### src/rtl/sram_axi_bridge_pkg.sv
// Shared types and fixed AXI encodings for the SRAM-like to AXI bridge.
package sram_axi_bridge_pkg;

    typedef enum logic [1:0] {
        R_IDLE = 2'd0,
        R_AR   = 2'd1,
        R_R    = 2'd2
    } r_state_e;

    typedef enum logic [1:0] {
        W_IDLE = 2'd0,
        W_REQ  = 2'd1,
        W_B    = 2'd2
    } w_state_e;

    typedef enum logic {
        OWNER_INST = 1'b0,
        OWNER_DATA = 1'b1
    } owner_e;

    localparam logic [7:0] AXI_LEN_SINGLE = 8'd0;
    localparam logic [1:0] AXI_BURST_INCR = 2'b01;
    localparam logic [2:0] AXI_SIZE_WORD  = 3'd2;
    localparam logic [3:0] AXI_WRITE_ID   = 4'd1;

endpackage

### src/rtl/sram_axi_bridge.sv
// Bridges a CPU instruction port and data port (SRAM-like addr_ok/data_ok
// handshake) onto a single AXI master with one read and one write in flight.
module sram_axi_bridge
    import sram_axi_bridge_pkg::*;
#(
    parameter logic [3:0] INST_ARID = 4'd0,
    parameter logic [3:0] DATA_ARID = 4'd1
) (
    input  logic        clk,
    input  logic        reset,

    input  logic        inst_req,
    input  logic [31:0] inst_addr,
    output logic [31:0] inst_rdata,
    output logic        inst_addr_ok,
    output logic        inst_data_ok,

    input  logic        data_req,
    input  logic        data_wr,
    input  logic [3:0]  data_wstrb,
    input  logic [31:0] data_addr,
    input  logic [2:0]  data_size,
    input  logic [31:0] data_wdata,
    output logic [31:0] data_rdata,
    output logic        data_addr_ok,
    output logic        data_data_ok,

    output logic [3:0]  arid,
    output logic [31:0] araddr,
    output logic [7:0]  arlen,
    output logic [2:0]  arsize,
    output logic [1:0]  arburst,
    output logic        arvalid,
    input  logic        arready,

    input  logic [3:0]  rid,
    input  logic [31:0] rdata,
    input  logic [1:0]  rresp,
    input  logic        rlast,
    input  logic        rvalid,
    output logic        rready,

    output logic [3:0]  awid,
    output logic [31:0] awaddr,
    output logic [7:0]  awlen,
    output logic [2:0]  awsize,
    output logic [1:0]  awburst,
    output logic        awvalid,
    input  logic        awready,

    output logic [3:0]  wid,
    output logic [31:0] wdata,
    output logic [3:0]  wstrb,
    output logic        wlast,
    output logic        wvalid,
    input  logic        wready,

    input  logic [3:0]  bid,
    input  logic [1:0]  bresp,
    input  logic        bvalid,
    output logic        bready
);

    r_state_e    r_state_q, r_state_d;
    owner_e      r_owner_q, r_owner_d;
    logic [31:0] r_addr_q, r_addr_d;
    logic [2:0]  r_size_q, r_size_d;

    w_state_e    w_state_q, w_state_d;
    logic        aw_pend_q, aw_pend_d;
    logic        w_pend_q, w_pend_d;
    logic [31:0] w_addr_q, w_addr_d;
    logic [31:0] w_data_q, w_data_d;
    logic [2:0]  w_size_q, w_size_d;
    logic [3:0]  w_strb_q, w_strb_d;

    logic data_busy;
    logic data_accept;
    logic data_rd_accept;
    logic data_wr_accept;
    logic inst_accept;
    logic r_done;
    logic w_done;
    logic unused_inputs;

    // Response ids/codes are not used: routing relies on the latched owner.
    assign unused_inputs = ^{rid, rresp, rlast, bid, bresp};

    assign data_busy      = ((r_state_q != R_IDLE) && (r_owner_q == OWNER_DATA))
                            || (w_state_q != W_IDLE);
    assign data_accept    = !reset && data_req && !data_busy
                            && (data_wr ? (w_state_q == W_IDLE) : (r_state_q == R_IDLE));
    assign data_rd_accept = data_accept && !data_wr;
    assign data_wr_accept = data_accept && data_wr;
    assign inst_accept    = !reset && inst_req && (r_state_q == R_IDLE) && !data_rd_accept;
    assign r_done         = (r_state_q == R_R) && rvalid;
    assign w_done         = (w_state_q == W_B) && bvalid;

    always_comb begin
        r_state_d = r_state_q;
        r_owner_d = r_owner_q;
        r_addr_d  = r_addr_q;
        r_size_d  = r_size_q;
        case (r_state_q)
            R_IDLE: begin
                if (data_rd_accept) begin
                    r_state_d = R_AR;
                    r_owner_d = OWNER_DATA;
                    r_addr_d  = data_addr;
                    r_size_d  = data_size;
                end else if (inst_accept) begin
                    r_state_d = R_AR;
                    r_owner_d = OWNER_INST;
                    r_addr_d  = inst_addr;
                    r_size_d  = AXI_SIZE_WORD;
                end
            end
            R_AR: begin
                if (arready) begin
                    r_state_d = R_R;
                end
            end
            R_R: begin
                if (rvalid) begin
                    r_state_d = R_IDLE;
                end
            end
            default: r_state_d = R_IDLE;
        endcase
    end

    // Address and data channels retire independently; B waits for both.
    always_comb begin
        w_state_d = w_state_q;
        aw_pend_d = aw_pend_q;
        w_pend_d  = w_pend_q;
        w_addr_d  = w_addr_q;
        w_data_d  = w_data_q;
        w_size_d  = w_size_q;
        w_strb_d  = w_strb_q;
        case (w_state_q)
            W_IDLE: begin
                if (data_wr_accept) begin
                    w_state_d = W_REQ;
                    aw_pend_d = 1'b1;
                    w_pend_d  = 1'b1;
                    w_addr_d  = data_addr;
                    w_data_d  = data_wdata;
                    w_size_d  = data_size;
                    w_strb_d  = data_wstrb;
                end
            end
            W_REQ: begin
                aw_pend_d = aw_pend_q && !awready;
                w_pend_d  = w_pend_q && !wready;
                if (!aw_pend_d && !w_pend_d) begin
                    w_state_d = W_B;
                end
            end
            W_B: begin
                if (bvalid) begin
                    w_state_d = W_IDLE;
                end
            end
            default: w_state_d = W_IDLE;
        endcase
    end

    always_ff @(posedge clk) begin
        if (reset) begin
            r_state_q <= R_IDLE;
            r_owner_q <= OWNER_INST;
            r_addr_q  <= 32'd0;
            r_size_q  <= 3'd0;
            w_state_q <= W_IDLE;
            aw_pend_q <= 1'b0;
            w_pend_q  <= 1'b0;
            w_addr_q  <= 32'd0;
            w_data_q  <= 32'd0;
            w_size_q  <= 3'd0;
            w_strb_q  <= 4'd0;
        end else begin
            r_state_q <= r_state_d;
            r_owner_q <= r_owner_d;
            r_addr_q  <= r_addr_d;
            r_size_q  <= r_size_d;
            w_state_q <= w_state_d;
            aw_pend_q <= aw_pend_d;
            w_pend_q  <= w_pend_d;
            w_addr_q  <= w_addr_d;
            w_data_q  <= w_data_d;
            w_size_q  <= w_size_d;
            w_strb_q  <= w_strb_d;
        end
    end

    assign inst_addr_ok = inst_accept;
    assign data_addr_ok = data_accept;
    assign inst_data_ok = !reset && r_done && (r_owner_q == OWNER_INST);
    assign data_data_ok = !reset && ((r_done && (r_owner_q == OWNER_DATA)) || w_done);
    assign inst_rdata   = rdata;
    assign data_rdata   = rdata;

    assign arid    = (r_owner_q == OWNER_INST) ? INST_ARID : DATA_ARID;
    assign araddr  = r_addr_q;
    assign arlen   = AXI_LEN_SINGLE;
    assign arsize  = r_size_q;
    assign arburst = AXI_BURST_INCR;
    assign arvalid = !reset && (r_state_q == R_AR);
    assign rready  = !reset && (r_state_q == R_R);

    assign awid    = AXI_WRITE_ID;
    assign awaddr  = w_addr_q;
    assign awlen   = AXI_LEN_SINGLE;
    assign awsize  = w_size_q;
    assign awburst = AXI_BURST_INCR;
    assign awvalid = !reset && (w_state_q == W_REQ) && aw_pend_q;

    assign wid     = AXI_WRITE_ID;
    assign wdata   = w_data_q;
    assign wstrb   = w_strb_q;
    assign wlast   = 1'b1;
    assign wvalid  = !reset && (w_state_q == W_REQ) && w_pend_q;
    assign bready  = !reset && (w_state_q == W_B);

endmodule

### config.mk
export PLATFORM = sky130hd
export DESIGN_NAME = sram_axi_bridge
export DESIGN_NICKNAME = d
export VERILOG_FILES = /design/src/rtl/sram_axi_bridge_pkg.sv /design/src/rtl/sram_axi_bridge.sv
export SDC_FILE = /design/constraint.sdc
export NUM_CORES = 1
export LEC_CHECK = 0
export BUFFER_PORTS_ARGS = -buffer_cell sky130_fd_sc_hd__clkbuf_2
export CORE_AREA = 2 2 144 146
export DETAILED_ROUTE_END_ITERATION = 7
export DIE_AREA = 0 0 146 148
export GPL_TIMING_DRIVEN = 1
export PLACE_DENSITY = 0.57
export SLEW_MARGIN = 0
export SYNTH_ARGS = -nofsm -noshare
export SYNTH_HDL_FRONTEND = slang
export SYNTH_SLANG_ARGS = --single-unit
### constraint.sdc
create_clock -name clk -period 4.5 [get_ports clk]
set_input_delay 1.125 -clock clk [delete_from_list [all_inputs] [get_ports clk]]
set_output_delay 1.125 -clock clk [all_outputs]
set_load 0.02 [all_outputs]
# == After elaboration in Yosys (flattened, before gate mapping) ==
# Cells that the tools add are included.
# word_totals
regBits,113
input_bits,158
out_inout_bits,212
# op_classes
n_eq_ne,10
n_mux,20
bitwise_logic,1
reduce_logical,45
# ops
cell,n
32-bit two-way mux,2
1-bit logical AND,24
2-bit two-way mux,7
2-bit one-hot mux with 3 select lines,2
"2-bit inequality test, second input constant",5
1-bit logical NOT,8
2-bit nonzero test,4
3-bit two-way mux,2
2-bit AND reduction,3
3-bit AND reduction,2
1-bit two-way mux,5
"2-bit by 1-bit equality test with 1-bit output, second input constant",2
"2-bit equality test, second input constant",2
2-bit logical NOT,2
1-bit one-hot mux with 2 select lines,2
"3-bit inequality test, second input constant",1
1-bit logical OR,2
1-bit NOT,1

# == Logic depth before layout (Yosys ltp) ==
# Gate-level depths: netlist (run 1).
# depth
word_depth,12
mapped_depth,6
depth_no_buf,3

# == Worst setup path after synthesis (run 1) ==
# Ideal clock, no wire load.
# synth_path
path_kind,in2out
from,input port reset
to,output port data_data_ok
t_arrival_ns,2.619
t_required_ns,3.375
slack_ns,0.756
path_stages,5
path_buffers,3
path_cell_list,buf_2 clkbuf_1 buf_1 nor3_1 a32o_1
# synth_between
elab_chain_len,2
# synth_lines
item,line,rtl
from (decl),sram_axi_bridge.sv:10,"input logic reset,"
1-bit logical NOT,sram_axi_bridge.sv:200,assign data_data_ok = !reset && ((r_done && (r_owner_q == OWNER_DATA)) || w_done);
1-bit logical AND,sram_axi_bridge.sv:200,
to (decl),sram_axi_bridge.sv:26,"output logic data_data_ok,"
# Every way passes these cells.

# == Final worst setup path (run 1) ==
# layout_path
from,input port reset
to,output port inst_addr_ok
# layout_between
elab_chain_len,7
elab_cells_between_ends,9
classes_between,reduce/logical: 9
# layout_lines
item,line,rtl
1-bit logical NOT *,"sram_axi_bridge.sv:91, sram_axi_bridge.sv:95",
1-bit logical AND (2 in a row),sram_axi_bridge.sv:91,assign data_accept = !reset && data_req && !data_busy
1-bit logical AND,sram_axi_bridge.sv:92,&& (data_wr ? (w_state_q == W_IDLE) : (r_state_q == R_IDLE));
1-bit logical AND,sram_axi_bridge.sv:93,assign data_rd_accept = data_accept && !data_wr;
1-bit logical NOT,sram_axi_bridge.sv:95,assign inst_accept = !reset && inst_req && (r_state_q == R_IDLE) && !data_rd_accept;
1-bit logical AND *,sram_axi_bridge.sv:95,
to (decl),sram_axi_bridge.sv:15,"output logic inst_addr_ok,"
# Mark *: on every way between the ends. The rest lies on a longest branch, timed or not.

==> summary.md, run 1 <==
| Metric | Value |
|---|---|
| Post-cts sizing count | `0` |
| Crit end category | `output pin` |
| Syn Area/Cell | `between 9 and 10 sq um` |
| Post-Layout Cell Count | `1013` |
| Commonest non-fill, non-tap cells in the layout | `clkbuf_2 (227), dfxtp_1 (113), nor2b_1 (63)` |
| Path depth of the worst reg2reg path | `4` |
| Fin area | `6880 sq um` |
| Arr. time, crit path | `2.55 ns` |
| Fin crit period | `about 3.7 ns` |
| First-pass GRT wire length | `23.3 mm` |
| Worst path required time | `3.38 ns` |
| H-tree depth | `4` |
| GRT overflow | `0` |
| Post-CTS Hold Fix Bufs | `0` |
| Tcrit/Tclk final | `81.6%` |
| Final hold vios | `0` |
| Die width | `~150 microns` |
| Register area share after synthesis | `41.1%` |
| DR vias/cell | `4.35` |
| Worst Hold Depth | `2` |
| Layout Nets | `just under 900` |
| Fmax | `0.272 GHz` |
| # DRC | `0` |
| Largest net degree at the start of global routing | `70` |
| Ys flop type | `dfxtp_1` |
| Initial Util | `27.5%` |
| Clock transition at path regs | `0.05 ns` |
| Synth top area cells | `dfxtp_1 (41%), buf_4 (13%), mux2_2 (12%)` |
| Worst-Skew Late Latency | `0.40 ns` |
| #FFs+latches synth | `113` |
| Iter 0 DRT Violations | `130` |
| Initial antenna violation count | `0` |
| Placed cell area | `6300 sq um` |
| Total Power | `2.85 mW` |
| CTS max path bufs | `2` |
| Pwr dens | `around 410 nW/um^2` |
| DR pass1 iterations | `4` |
| Die height | `148 microns` |
| Post-CTS setup buffer count | `0` |
| Class of the worst hold path | `reg2reg` |
| Row count | `52` |
| Status | `finished, final reports clean` |
| Vias in the first global route | `4256` |
| Via Count | `roughly 4400` |
| IO Port Bufs | `228` |
| Synth cell types | `38` |
| Max Cap Viol | `0` |
| Number of synthesis warnings | `0` |
| RSZ-0062 raised after global routing | `false` |
| Kind of critical path | `in2out` |
| Routed Antenna Nets | `0` |
| Leak | `3.20 nW` |
| WL final | `15.1 mm` |
| Slew Limit Headroom | `49.7%` |
| Final Wtd Congestion | `roughly 0.75` |
| Area share of the leading cell type in the synthesized netlist | `41.1%` |
| Share of cells above drive strength 1 | `45.6%` |
| Dpl cells | `between 900 and 1000` |
| Syn Inst Count | `around 580` |
| Leading cell type in the layout, fill and taps excluded | `clkbuf_2` |
| Slew @ Worst Pin | `0.754 ns` |
| Setup Viol. Count Final | `0` |
| Worst vdd ir | `0.230 mV` |
| Core ar. | `20000 sq um` |
| CTS tree | `yes` |
| Hpwl dp | `10.2 mm` |
| Post-synth EDFFs | `0` |
| Total Die Area | `21600 sq um` |
| Total CTS buffers | `17` |
| Asr flop ratio synth | `0%` |
| Fin. max-slew vios | `0` |
| CP startpoint kind | `primary input` |
| TNS Setup | `0 ns` |
| Area leader, netlist | `dfxtp_1` |
| Sinks on Clock Net | `between 100 and 150` |
| Diodes inserted | `0` |
| Drt wl/cell | `around 15 microns` |
| Area grow syn2layout | `25.0%` |
| Filler cell count | `2103` |
| I/O Pins | `370` |
| GRT Overall Usage | `13.7%` |
| Setup Skew | `0.00504 ns` |
| CTS root buf | `clkbuf_16` |
| Area of the mapped netlist | `roughly 5500 sq um` |
| CP max FO | `5` |
==> power breakdown <==
group	total [mW]	internal [mW]	switching (mW)
sequential	1.10	1.07	0.0334
combinational	0.425	0.164	0.261
clock	1.33	0.852	0.473
==> registers in the layout, indices dropped and copies added, names as in the netlist, 2 cells and up <==
name,cells
wstrb,4
r_state_q,2
awaddr,32
arsize,3
awsize,3
wdata,32
araddr,32
w_state_q,2
==> routing by layer <==
metal	wire length, microns	up-vias	global-route usage [%]
li1	-	2148	-
met1	6620	2053	16.8
met2	7190	176	22.7
met3	1000	28	4.41
met4	267	0	4.71
met5	0	-	0
==> worst max-delay path, stage by stage <==
cell and delay [ns]:
buf_4 0.12, or4b_2 0.67, nor2_1 0.36, nor2_1 0.09
clkbuf_2 0.18
==> layout make-up <==
class | count | area [sq um] | share of cell area, %
Clock buffer | 21 | 470 | 6.84
Clock inverter | 11 | 111 | 1.62
Tap cell | 270 | 338 | 4.91
Sequential cell | 113 | 2260 | 32.9
Inverter | 8 | 30.0 | 0.437
Timing Repair Buffer | 238 | 1230 | 17.9
Multi-Input combinational cell | 352 | 2430 | 35.4
==> cells in the mapped netlist, types with 2 or more instances <==
| master | n |
|---|---|
| buf_6 | 2 |
| a221oi_1 | 3 |
| mux2_2 | 59 |
| nand3b_1 | 2 |
| conb_1 | 2 |
| a22oi_1 | 3 |
| a21oi_1 | 8 |
| nand2b_1 | 15 |
| a31oi_1 | 2 |
| buf_2 | 7 |
| a311oi_1 | 29 |
| nor2_1 | 6 |
| nor3_1 | 31 |
| o21ai_0 | 2 |
| dfxtp_1 | 113 |
| or4b_2 | 2 |
| inv_1 | 8 |
| mux2i_1 | 8 |
| nor3b_1 | 5 |
| nand2_1 | 62 |
| nor2b_1 | 63 |
| buf_4 | 97 |
| clkbuf_1 | 32 |
| a211oi_1 | 2 |
| o211ai_1 | 2 |
| mux2_4 | 4 |
| nand3_1 | 2 |
==> worst paths after layout <==
path | start | slack, ns | to
worst max-delay path | reset | 0.83 | inst_addr_ok
worst min-delay path | wdata[8] | 0.47 | wdata[8]
worst max register to register | r_state_q[0] | 2.56 | araddr[1]
worst min register to register | wdata[8] | 0.47 | wdata[8]
==> kinds of logic (layout without fill, tap and decap cells) <==
| kind of cell | Yosys count | after routing | synth area share (%) |
|---|---|---|---|
| DFF | 113 | 113 | 41.1 |
| and+or+nand+nor | 193 | 193 | 18.9 |
| muxes | 71 | 71 | 14.6 |
| buffers and inverters | 147 | 278 | 17.1 |
| AOI/OAI and AO/OA | 56 | 56 | 8.16 |
| other | 2 | 32 | 0.136 |
==> through the flow <==
step / util [%] / hold slack [ns] / setup slack [ns]
2_1_floorplan: - / 0.463 / 0.756
3_3_place_gp: 31.4 / 0.461 / 0.840
3_5_place_dp: 31.4 / 0.463 / 0.802
4_1_cts: 34.3 / 0.475 / 0.812
5_1_grt: 34.3 / 0.493 / 0.718
6_report: 34.3 / 0.470 / 0.828
No activity file was read; power rests on OpenSTA's default activity.
==> run 2: changes to the inputs <==
==> constraint.sdc (replaced) <==
create_clock -name clk -period 3.5 [get_ports clk]
set_input_delay 0.875 -clock clk [delete_from_list [all_inputs] [get_ports clk]]
set_output_delay 0.875 -clock clk [all_outputs]
set_load 0.02 [all_outputs]
==> run 2 against run 1 <==
Net effect:
- clock power grew 27%
- setup slack lost 0.33 ns
- final area grew 0.24%
- highest routed layer unchanged
- largest cell class unchanged
- first-iteration DRC count grew 25%
- non-clock buffer count grew 5
- largest power group unchanged
- wire length grew 2.0%
- hold slack gained 0.0023 ns
- cell count grew 0.49%
- critical endpoint unchanged
==> summary.md, run 2 (same netlist as run 1, synthesis figures left out) <==
| Metric | Value |
|---|---|
| # DRC | `0` |
| GRT overflow | `0` |
| Row count | `52` |
| Filler cell count | `2121` |
| Fin crit period | `3.00 ns` |
| Area grow syn2layout | `25.3%` |
| Vias in the first global route | `between 4000 and 5000` |
| Layout Nets | `just under 900` |
| Largest net degree at the start of global routing | `42` |
| Final hold vios | `0` |
| Initial Util | `27.5%` |
| Most numerous cell on the critical path | `nor2_1` |
| Slowest stage cell, crit path | `or4b_2` |
| Setup Viol. Count Final | `0` |
| Commonest non-fill, non-tap cells in the layout | `clkbuf_2 (227), dfxtp_1 (113), nor2b_1 (63)` |
| RSZ-0062 raised after global routing | `false` |
| Setup Skew | `roughly 0.0084 ns` |
| Post-CTS setup buffer count | `0` |
| Worst vdd ir | `just under 0.3 mV` |
| Arr. time, crit path | `2.12 ns` |
| Sinks on Clock Net | `113` |
| DR vias/cell | `4.37` |
| Core ar. | `roughly 20000 sq um` |
| I/O Pins | `370` |
| Final core occ | `34.4%` |
| Die height | `148 microns` |
| Iter 0 DRT Violations | `162` |
| Diodes inserted | `0` |
| Hpwl dp | `10.5 mm` |
| CTS tree | `yes` |
| Multi-input logic area | `2430 sq um` |
| Worst path required time | `2.62 ns` |
| Crit end category | `output pin` |
| IO Port Bufs | `about 230` |
| CP max FO | `14` |
| Clock transition at path regs | `0.06 ns` |
| H-tree depth | `4` |
| Leak | `3.20 nW` |
| Post-CTS Hold Fix Bufs | `0` |
| Fin. max-slew vios | `0` |
| CTS max path bufs | `2` |
| Total Die Area | `21600 sq um` |
| Die width | `146 microns` |
| DP Worst Slack | `0.494 ns` |
| WL final | `approximately 15 mm` |
| Initial antenna violation count | `0` |
| Via Count | `4451` |
| Pwr dens | `531 nW/um^2` |
| DR pass1 iterations | `4` |
| Worst-Skew Late Latency | `0.41 ns` |
| Status | `finished, final reports clean` |
| Max Cap Viol | `0` |
| Share of cells above drive strength 1 | `45.9%` |
| Total Power | `3.66 mW` |
| Storage cell area | `2260 sq um` |
| GRT Overall Usage | `13.8%` |
| First-pass GRT wire length | `approximately 23 mm` |
| Drt wl/cell | `15.1 microns` |
| Class of the worst hold path | `reg2reg` |
| Tcrit/Tclk final | `85.7%` |
| Worst-path cell chain | `buf_4, or4b_2, nor2_1, nor2_1, clkbuf_2` |
| Total CTS buffers | `17` |
| Largest stage delay, worst path | `0.67 ns` |
| CP startpoint kind | `primary input` |
| Kind of critical path | `in2out` |
| Routed Antenna Nets | `0` |
| Post-cts sizing count | `0` |
| Final Wtd Congestion | `0.737` |
| TNS Setup | `0 ns` |
| Worst setup margin | `0.501 ns` |
| Leading cell type in the layout, fill and taps excluded | `clkbuf_2` |
| CTS root buf | `clkbuf_16` |
| Fmax | `0.333 GHz` |
## run 2: where the power goes
part	switching, mW	internal (mW)	total, mW
sequential	0.0429	1.37	1.42
clock	0.616	1.08	1.69
combinational	0.337	0.214	0.551
total	0.996	2.66	3.66
## run 2: worst max-delay path: cells and delay by family
kind | cells | cell delay [ns]
buffers and inverters | 2 | 0.33
and+or+nand+nor | 3 | 0.91
## run 2: cell type report
class / instances / share of cell area (%)
multi-input combinational: 352 / 35.3
sequential: 113 / 32.8
timing repair buffer: 243 / 18.2
clock buffer: 21 / 6.68
tap: 270 / 4.90
clock inverter: 11 / 1.63
inverter: 8 / 0.436
## run 2: per-layer routing
| metal | part of all wire (%) | track usage, % | vias to the layer above | wire (microns) |
|---|---|---|---|---|
| li1 | - | - | 2167 | - |
| met1 | 43 | 16.3 | 2081 | 6690 |
| met2 | 48 | 23.4 | 174 | 7390 |
| met3 | 6.7 | 4.66 | 29 | 1020 |
| met4 | 1.8 | 5.00 | 0 | 282 |
| met5 | 0 | 0 | - | 0 |
## run 2: worst paths after layout
check	start	cells after the start	slack, ns	endpoint
worst min-delay path	wdata[23]	2	0.47	wdata[23]
worst min register to register	wdata[23]	2	0.47	wdata[23]
worst max-delay path	reset	5	0.50	inst_addr_ok
worst max register to register	r_state_q[0]	4	1.54	wdata[0]
## run 2: per-stage QoR
step	hold WS, ns	area [sq um]	cells
2_1_floorplan	0.463	5620	612
3_5_place_dp	0.465	6320	986
4_1_cts	0.476	6890	1018
5_1_grt	0.497	6890	1018
3_3_place_gp	0.462	6320	986
6_report	0.472	6890	1018
